<file path="config.mk">
export PLATFORM = sky130hd
export DESIGN_NAME = blood_sprite_renderer
export DESIGN_NICKNAME = d
export VERILOG_FILES = /design/src/rtl/blood_sprite_renderer.sv
export SDC_FILE = /design/constraint.sdc
export NUM_CORES = 1
export LEC_CHECK = 0
export BUFFER_PORTS_ARGS = -buffer_cell sky130_fd_sc_hd__buf_4
export CORE_MARGIN = 5
export CORE_UTILIZATION = 30
export DETAILED_ROUTE_END_ITERATION = 16
export GPL_TIMING_DRIVEN = 0
export PLACE_DENSITY = 0.54
export SLEW_MARGIN = 20
export SYNTH_ARGS = -nofsm -noshare
export SYNTH_HDL_FRONTEND = slang
export SYNTH_SLANG_ARGS = --single-unit
</file>
<file path="constraint.sdc">
create_clock -name clk -period 6 [get_ports clk]
set_input_delay 0.9 -clock clk [delete_from_list [all_inputs] [get_ports clk]]
set_output_delay 0.9 -clock clk [all_outputs]
set_load 0.02 [all_outputs]
</file>
<file path="src/rtl/blood_sprite_renderer.sv">
// Hit-triggered 64x64 blood-splatter animation driver and colour-key compositor.
// Define BLOOD_FADE_EN to darken opaque pixels of the final animation frame.
module blood_sprite_renderer #(
    parameter int          N_FRAMES   = 8,
    parameter int          HOLD_TICKS = 4,
    parameter logic [11:0] KEY_COLOR  = 12'h000
) (
    input  logic        clk,
    input  logic        reset,
    input  logic [9:0]  pixel_x,
    input  logic [9:0]  pixel_y,
    input  logic        video_on,
    input  logic [11:0] bg_rgb,
    input  logic        frame_tick,
    input  logic        hit,
    input  logic [9:0]  hit_x,
    input  logic [9:0]  hit_y,
    output logic [5:0]  rom_row,
    output logic [5:0]  rom_col,
    output logic [2:0]  rom_sel,
    input  logic [11:0] rom_data,
    output logic [11:0] rgb_out,
    output logic        busy
);

    localparam int HW = (HOLD_TICKS > 1) ? $clog2(HOLD_TICKS) : 1;
    localparam logic [HW-1:0] HOLD_LAST  = HW'(HOLD_TICKS - 1);
    localparam logic [2:0]    FRAME_LAST = 3'(N_FRAMES - 1);

    typedef enum logic [1:0] {IDLE, ARMED, PLAY} state_t;

    state_t        state, state_nx;
    logic [2:0]    frame_idx, frame_nx;
    logic [HW-1:0] hold_cnt, hold_nx;
    logic [9:0]    pos_x, pos_y, pos_x_nx, pos_y_nx;

    always_ff @(posedge clk) begin
        if (reset) begin
            state     <= IDLE;
            frame_idx <= '0;
            hold_cnt  <= '0;
            pos_x     <= '0;
            pos_y     <= '0;
            busy      <= 1'b0;
        end else begin
            state     <= state_nx;
            frame_idx <= frame_nx;
            hold_cnt  <= hold_nx;
            pos_x     <= pos_x_nx;
            pos_y     <= pos_y_nx;
            busy      <= (state_nx != IDLE);
        end
    end

    // A hit always wins over a coincident frame_tick.
    always_comb begin
        state_nx = state;
        frame_nx = frame_idx;
        hold_nx  = hold_cnt;
        pos_x_nx = pos_x;
        pos_y_nx = pos_y;
        if (hit) begin
            pos_x_nx = hit_x;
            pos_y_nx = hit_y;
            frame_nx = '0;
            hold_nx  = '0;
            state_nx = ARMED;
        end else if (frame_tick) begin
            case (state)
                ARMED: state_nx = PLAY;
                PLAY: begin
                    if (hold_cnt != HOLD_LAST) begin
                        hold_nx = hold_cnt + 1'b1;
                    end else begin
                        hold_nx = '0;
                        if (frame_idx != FRAME_LAST) begin
                            frame_nx = frame_idx + 1'b1;
                        end else begin
                            frame_nx = '0;
                            state_nx = IDLE;
                        end
                    end
                end
                default: state_nx = state;
            endcase
        end
    end

    // 11-bit bounds so a sprite near the right/bottom edge clips instead of wrapping.
    logic [10:0] x_end, y_end;
    logic        in_sprite;

    assign x_end = {1'b0, pos_x} + 11'd64;
    assign y_end = {1'b0, pos_y} + 11'd64;

    assign in_sprite = (state == PLAY)
                    && (pixel_x >= pos_x) && ({1'b0, pixel_x} < x_end)
                    && (pixel_y >= pos_y) && ({1'b0, pixel_y} < y_end);

    assign rom_col = in_sprite ? (pixel_x[5:0] - pos_x[5:0]) : 6'd0;
    assign rom_row = in_sprite ? (pixel_y[5:0] - pos_y[5:0]) : 6'd0;
    assign rom_sel = frame_idx;

    logic        video_on_d1;
    logic        in_sprite_d1;
    logic [11:0] bg_d1;
    logic [11:0] sprite_rgb;

`ifdef BLOOD_FADE_EN
    logic fade_d1;

    always_ff @(posedge clk) begin
        if (reset) begin
            fade_d1 <= 1'b0;
        end else begin
            fade_d1 <= (frame_idx == FRAME_LAST);
        end
    end

    assign sprite_rgb = fade_d1
        ? {1'b0, rom_data[11:9], 1'b0, rom_data[7:5], 1'b0, rom_data[3:1]}
        : rom_data;
`else
    assign sprite_rgb = rom_data;
`endif

    // Delay the pixel context one cycle to line up with the ROM read.
    always_ff @(posedge clk) begin
        if (reset) begin
            video_on_d1  <= 1'b0;
            in_sprite_d1 <= 1'b0;
            bg_d1        <= '0;
            rgb_out      <= '0;
        end else begin
            video_on_d1  <= video_on;
            in_sprite_d1 <= in_sprite;
            bg_d1        <= bg_rgb;
            if (!video_on_d1) begin
                rgb_out <= '0;
            end else if (in_sprite_d1 && (rom_data != KEY_COLOR)) begin
                rgb_out <= sprite_rgb;
            end else begin
                rgb_out <= bg_d1;
            end
        end
    end

endmodule

</file>
==> impl_metrics.env, run 1 <==
export IMPL_maxSlewViolCount=0
export IMPL_worstMarginPinSlew_ns=0.5675
export IMPL_routabilityCongestion=0.7725
export IMPL_cts_buffer_depth=2
export IMPL_slew_headroom=0.6217
export IMPL_overflow=0
export IMPL_viasPerCell=4.311
export IMPL_antenna_found_initial=0
export IMPL_antenna_cells=0
export IMPL_switching_share=0.2876
export IMPL_p_int_mw=0.5426
export IMPL_synth_edf_count=0
export IMPL_min_path_type="reg -> reg"
export IMPL_powerDensity_mw_per_mm2=195.0
export IMPL_io_buffer_count=95
export IMPL_syn_nets=440
export IMPL_cp_top_family="compound AO/OA/AOI/OAI gates"
export IMPL_ys_seq_area_frac=0.3691
export IMPL_finClkSkew_ns=0.009930
export IMPL_dr_pass1_iters=4
export IMPL_post_route_cell_area_mm2=0.003906
export IMPL_slowest_stage="a2111o_1"
export IMPL_endpoint_kind="primary output"
export IMPL_nFillCells=1028
export IMPL_cts_buffers=5
export IMPL_synthCells=333
export IMPL_ctsHoldBuffers=0
export IMPL_final_antenna_net_count=0
export IMPL_cts_tree="done"
export IMPL_routedWlPerCell_um=12.56
export IMPL_leakagePower_nw=1.829
export IMPL_cts_resized=0
export IMPL_drt_total_wl_mm=7.144
export IMPL_post_route_drc_count=0
export IMPL_place_area_mm2=0.003809
export IMPL_grt_max_degree=20
export IMPL_grt_pass1_vias=2386
export IMPL_synthDistinctLibCells=43
export IMPL_netlist_top_cells_area="dfxtp_1 (37%), ha_1 (15%), mux2i_1 (8.2%)"
export IMPL_crit_path_max_fanout=10
export IMPL_area_growth_pct=33.36
export IMPL_hold_violations=0
export IMPL_synth_top_area_share=0.3691
export IMPL_fin_crit_sh=0.6613
export IMPL_crit_arrival_ns=3.07
export IMPL_crit_chain="buf_4 -> inv_1 -> ha_1 -> inv_1 -> fa_1 -> a21o_1 -> a21oi_2 -> a211oi_1 -> a2111o_1 -> nand4_2 -> buf_6 -> nor2_1 -> buf_4"
export IMPL_clk_latency_ns=0.32
export IMPL_p_clk_frac=0.295
export IMPL_max_stage_delay_ns=0.41
export IMPL_drive_gt1_frac=0.2661
export IMPL_place_ws_ns=2.022
export IMPL_core_mm2=0.009639
export IMPL_dieArea_mm2=0.01184
export IMPL_async_reset_ff_frac=0
export IMPL_initial_core_util=0.3039
export IMPL_cts_htree_levels=2
export IMPL_vias=2453
export IMPL_critPathRequiredTime_ns=5.10
export IMPL_period_minus_slack_ns=3.968
export IMPL_yosys_warnings=0
export IMPL_seq_power_share=0.501
export IMPL_post_cts_setup_buffer_count=0
export IMPL_worst_ir_drop_vdd_v=0.00009885
export IMPL_final_cell_mix="buf_4 (95), dfxtp_1 (54), nor2_1 (46), ha_1 (36), nand2_1 (33)"
export IMPL_die_y_um=108.8
export IMPL_grt_pass1_wl_mm=11.53
export IMPL_syn_area_mm2=0.002929
export IMPL_path_buf_inv=5
export IMPL_synth_area_leader_cell="dfxtp_1"
export IMPL_pwr_share_comb=0.204
export IMPL_fin_tns_setup_ns=0
export IMPL_power_mw=0.7617
export IMPL_grtUsageTotal=0.1222
export IMPL_row_count=36
export IMPL_fin_ws_ns=2.032
export IMPL_setup_viol=0
export IMPL_criticalPathCategory="in -> out"
export IMPL_dpl_hpwl_mm=5.837
export IMPL_drt_iter0_markers=109
export IMPL_drv_cap=0
export IMPL_io_pins=97
export IMPL_synth_avg_cell_area_um2=8.796
export IMPL_final_common_cell="buf_4"
export IMPL_cts_clk_slew_worst_paths_ns=0.11
export IMPL_synthFlopType="dfxtp_1"
export IMPL_status="complete, no violations"
export IMPL_rsz0062_at_grt="no"
export IMPL_cts_sinks=54
export IMPL_fin_hold_ws_ns=0.4436
export IMPL_fin_nets=542
export IMPL_switchingPower_mw=0.2191
export IMPL_clock_root_buffer="clkbuf_8"
export IMPL_fmax_mhz=252.0
export IMPL_fp_dieW_um=108.8
export IMPL_crit_path_start_kind="input port"
export IMPL_synth_seq_cells=54
stage by stage:
stage | instances | util
6_report | 569 | 0.4052
2_1_floorplan | 333 | -
3_3_place_gp | 561 | 0.3951
5_1_grt | 569 | 0.4052
4_1_cts | 569 | 0.4052
3_5_place_dp | 561 | 0.3951
worst reg2reg max path, cell delays in order, from the launching register on:
cell and delay (ns):
dfxtp_1 0.36, ha_1 0.16, inv_1 0.05, fa_1 0.40, a21o_1 0.21, a21oi_2 0.17, a211oi_1 0.09, a2111o_1 0.41
nand4_2 0.16, buf_6 0.16, nor2_1 0.04
cells in the mapped netlist, types with 2 or more instances:
cell type  instances
nand3_1            8
dfxtp_1           54
or2_2              3
clkbuf_1           7
a211oi_1           3
o21a_1             2
nand2_1           33
nand2b_1           3
mux2i_1           24
o2111ai_1          3
xor2_1             4
fa_1               2
ha_1              36
xnor2_1            7
nor2_1            46
nor2b_1           15
a21o_1             2
o22ai_1            2
a21oi_1           17
nor3_1             3
o21ai_0            3
nand4_1            2
inv_1             31
buf_2              2
nor4_1             3
power groups by stage:
stage               clock network, mW  logic (mW)  registers, mW
finish                          0.225       0.155          0.382
global route                    0.252       0.177          0.384
CTS                             0.236       0.157          0.382
detailed placement                  0       0.156          0.390
global placement                    0       0.154          0.390
floorplan                           0      0.0926          0.390
state kept, by name, summed over array words and instances, names as in the netlist:
name,flops
pos_y,10
hold_cnt,2
rom_sel,3
in_sprite_d1,1
busy,1
video_on_d1,1
bg_d1,12
state,2
pos_x,10
rgb_out,12
path summary, 6_finish.rpt:
path	startpoint	end	slack, ns	depth (start not counted)
max	pixel_x[0]	rom_row[2]	2.03	13
min	bg_d1[1]	rgb_out[1]	0.44	2
max reg2reg	pos_x[0]	in_sprite_d1	3.66	10
min reg2reg	bg_d1[1]	rgb_out[1]	0.44	2
metal layers:
| metal | routed length (um) | vias up | part of all wire | track usage |
|---|---|---|---|---|
| met2 | 3362 | 55 | 0.47 | 0.1973 |
| li1 | - | 1326 | - | - |
| met1 | 3296 | 1070 | 0.46 | 0.1681 |
| met4 | 46 | 0 | 0.0064 | 0.02705 |
| met5 | 0 | - | 0 | 0 |
| met3 | 439 | 2 | 0.061 | 0.02546 |
cells by family (layout without fill, tap and decap cells):
family	after synthesis	count (layout)	synth area share
AOI/OAI and AO/OA	47	47	0.1115
xor gates and xnor gates	11	11	0.03289
adders and majority gates	38	38	0.1674
buffers and inverters	42	145	0.05724
DFF	54	54	0.3691
muxes	24	24	0.08202
and+or+nand+nor	117	117	0.1798
area by class of cell:
cell class	instances	area, um^2	area share
Buffer	11	51.30	0.01313
Clock buffer	5	68.82	0.01762
Clock inverter	3	28.78	0.007367
Inverter	31	116.4	0.02979
Multi-Input combinational cell	237	1680	0.4302
Sequential cell	54	1081	0.2767
Tap cell	133	166.4	0.04260
Timing Repair Buffer	95	713.2	0.1826
Note: power is estimated with default switching activity, not from simulation.
==> run 2, diff against run 1 <==
- ABC_AREA: unset -> 1
- clock period: 6 -> 4.15 ns (I/O delays scaled with it)
==> run 2 against run 1 <==
Net effect:
- clock skew grew 0.0033 ns
- non-clock buffer count is the same
- synthesized cell count grew 24%
- global-route usage grew 0.22 points
- utilization grew 0.33 points
- hold slack gained 0.0019 ns
- cell area grew 2.7%
- flip-flop and latch count is the same
- critical path type is now reg -> out
- largest cell class unchanged
- largest power group unchanged
- highest routed layer unchanged
==> impl_metrics.env, run 2 <==
export IMPL_period_minus_slack_ns=3.003
export IMPL_setup_viol=0
export IMPL_grt_pass1_vias=2812
export IMPL_dpl_hpwl_mm=6.411
export IMPL_grt_pass1_wl_mm=12.79
export IMPL_synthFlopType="dfxtp_1"
export IMPL_area_growth_pct=32.10
export IMPL_cts_buffers=5
export IMPL_synth_avg_cell_area_um2=7.371
export IMPL_synth_area_leader_cell="dfxtp_1"
export IMPL_status="complete, no violations"
export IMPL_synth_top_area_share=0.3560
export IMPL_crit_path_start_kind="flip-flop"
export IMPL_netlist_top_cells_area="dfxtp_1 (36%), ha_1 (15%), nor2_1 (8.4%)"
export IMPL_crit_arrival_ns=2.38
export IMPL_max_stage_delay_ns=0.42
export IMPL_clock_root_buffer="clkbuf_8"
export IMPL_fin_tns_setup_ns=0
export IMPL_cts_buffer_depth=2
export IMPL_worst_ir_drop_vdd_v=0.0001386
export IMPL_worstMarginPinSlew_ns=0.5096
export IMPL_syn_area_mm2=0.003037
export IMPL_synthDistinctLibCells=27
export IMPL_antenna_found_initial=0
export IMPL_grtUsageTotal=0.1244
export IMPL_synth_edf_count=0
export IMPL_drt_iter0_markers=91
export IMPL_fin_ws_ns=1.147
export IMPL_drt_total_wl_mm=7.708
export IMPL_post_route_cell_area_mm2=0.004011
export IMPL_routabilityCongestion=0.8179
export IMPL_async_reset_ff_frac=0
export IMPL_fp_dieW_um=110.6
export IMPL_viasPerCell=4.333
export IMPL_fin_crit_sh=0.7237
export IMPL_synth_commonest_cells="nor2_1 (68), inv_1 (61), dfxtp_1 (54), nand2_1 (53), a21oi_1 (38)"
export IMPL_post_route_drc_count=0
export IMPL_slowest_stage="dfxtp_1"
export IMPL_path_depth=12
export IMPL_dpl_cell_count=640
export IMPL_core_mm2=0.009819
export IMPL_crit_chain="ha_1 -> xnor2_1 -> ha_1 -> a21oi_1 -> nor2_1 -> nor2_1 -> o21ai_1 -> nor2_1 -> nand3_2 -> buf_6 -> nor2_2 -> buf_4"
export IMPL_fin_util=0.4085
export IMPL_ys_seq_area_frac=0.3560
export IMPL_synth_most_common_cell="nor2_1"
export IMPL_maxSlewViolCount=0
export IMPL_crit_path_max_fanout=10
export IMPL_cpMostUsedCell="nor2_1"
export IMPL_final_cell_mix="buf_4 (95), nor2_1 (68), inv_1 (61), dfxtp_1 (54), nand2_1 (53)"
export IMPL_dieArea_mm2=0.01223
export IMPL_io_pins=97
export IMPL_drive_gt1_frac=0.2311
export IMPL_clk_latency_ns=0.31
export IMPL_finClkSkew_ns=0.01327
export IMPL_cts_tree="done"
export IMPL_initial_core_util=0.3093
export IMPL_grt_max_degree=20
export IMPL_wl_met1_mm=3.537
export IMPL_post_cts_setup_buffer_count=0
export IMPL_fin_nets=621
export IMPL_powerDensity_mw_per_mm2=282.1
export IMPL_power_mw=1.131
export IMPL_dr_wl_met2_mm=3.790
export IMPL_ctsHoldBuffers=0
export IMPL_cts_sinks=54
export IMPL_min_path_cells=2
export IMPL_endpoint_kind="primary output"
export IMPL_cts_clk_slew_worst_paths_ns=0.11
export IMPL_stdcell_count=648
export IMPL_critPathRequiredTime_ns=3.53
export IMPL_yosys_warnings=0
export IMPL_overflow=0
export IMPL_synthCells=412
export IMPL_cts_resized=0
export IMPL_place_ws_ns=1.241
export IMPL_vias=2808
export IMPL_hold_violations=0
export IMPL_criticalPathCategory="reg -> out"
export IMPL_r2r_cells=10
export IMPL_place_area_mm2=0.003916
export IMPL_min_path_type="reg -> reg"
export IMPL_routedWlPerCell_um=11.90
export IMPL_highest_layer="met4"
export IMPL_row_count=36
export IMPL_reg_top3="bg_d1 x12, rgb_out x12"
export IMPL_antenna_cells=0
export IMPL_cp_top_family="adder cells"
export IMPL_final_common_cell="buf_4"
export IMPL_leakagePower_nw=1.970
export IMPL_rsz0062_at_grt="no"
export IMPL_fmax_mhz=333.0
export IMPL_path_buf_inv=2
export IMPL_die_y_um=110.6
export IMPL_io_buffer_count=95
export IMPL_wl_met3_um=283
export IMPL_slew_headroom=0.6603
export IMPL_dr_pass1_iters=5
export IMPL_fin_hold_ws_ns=0.4456
export IMPL_drv_cap=0
export IMPL_synth_seq_cells=54
export IMPL_cts_htree_levels=2
export IMPL_final_antenna_net_count=0
export IMPL_syn_nets=519
run 2: cell types whose count changed in the layout (fill, tap and decap cells not counted), moves of 3 or more:
cell	previous run	this run
o21ai_0	3	34
mux2i_1	24	0
nor2_1	46	68
o2111ai_1	3	0
nor2_2	0	9
nand3_1	8	17
a211oi_1	3	0
inv_1	31	61
or2_2	3	0
a21oi_1	17	38
nand2_1	33	53
nor2b_1	15	0
nand2b_1	3	0
run 2: final cells by class:
class / count / area, um^2
clock buffer: 5 / 68.82
buffer: 11 / 51.30
timing repair buffer: 95 / 713.2
inverter: 61 / 229.0
tap: 133 / 166.4
clock inverter: 3 / 26.28
sequential: 54 / 1081
fill: 1085 / 5808
multi-input combinational: 286 / 1675
run 2: power breakdown:
part           internal [mW]  switching, mW  total [mW]
Clock                  0.125          0.192       0.317
Sequential             0.542         0.0108       0.553
Combinational          0.122          0.140       0.262
run 2: cells by family after synthesis:
| kind of cell | Yosys count | share of synthesized area |
|---|---|---|
| adder cells (fa/ha/maj) | 38 | 0.1615 |
| AO/OA/AOI/OAI | 79 | 0.1356 |
| buffers and inverters | 72 | 0.09230 |
| XOR/XNOR | 12 | 0.03461 |
| flip-flops | 54 | 0.3560 |
| AND/OR/NAND/NOR | 157 | 0.2200 |
run 2: worst reg2reg max path, cell delays in order, from the launching register on:
cell and delay [ns]:
dfxtp_1 0.42, ha_1 0.23, xnor2_1 0.13, ha_1 0.26, a21oi_1 0.13, nor2_1 0.06
nor2_1 0.07, o21ai_1 0.09, nor2_1 0.13, nand3_2 0.12, nor2_1 0.10
run 2: worst paths after layout:
kind         slack (ns)      endpoint  startpoint
max                1.15    rom_row[4]    pos_y[6]
min                0.45    rgb_out[0]    bg_d1[0]
max reg2reg        2.36  in_sprite_d1    pos_y[6]
min reg2reg        0.45    rgb_out[0]    bg_d1[0]
run 2: per-layer routing:
layer  up-vias  GRT usage
met5         -          0
met4         0    0.03038
met3         4    0.02407
met2        53     0.2213
met1      1231     0.1537
li1       1520          -
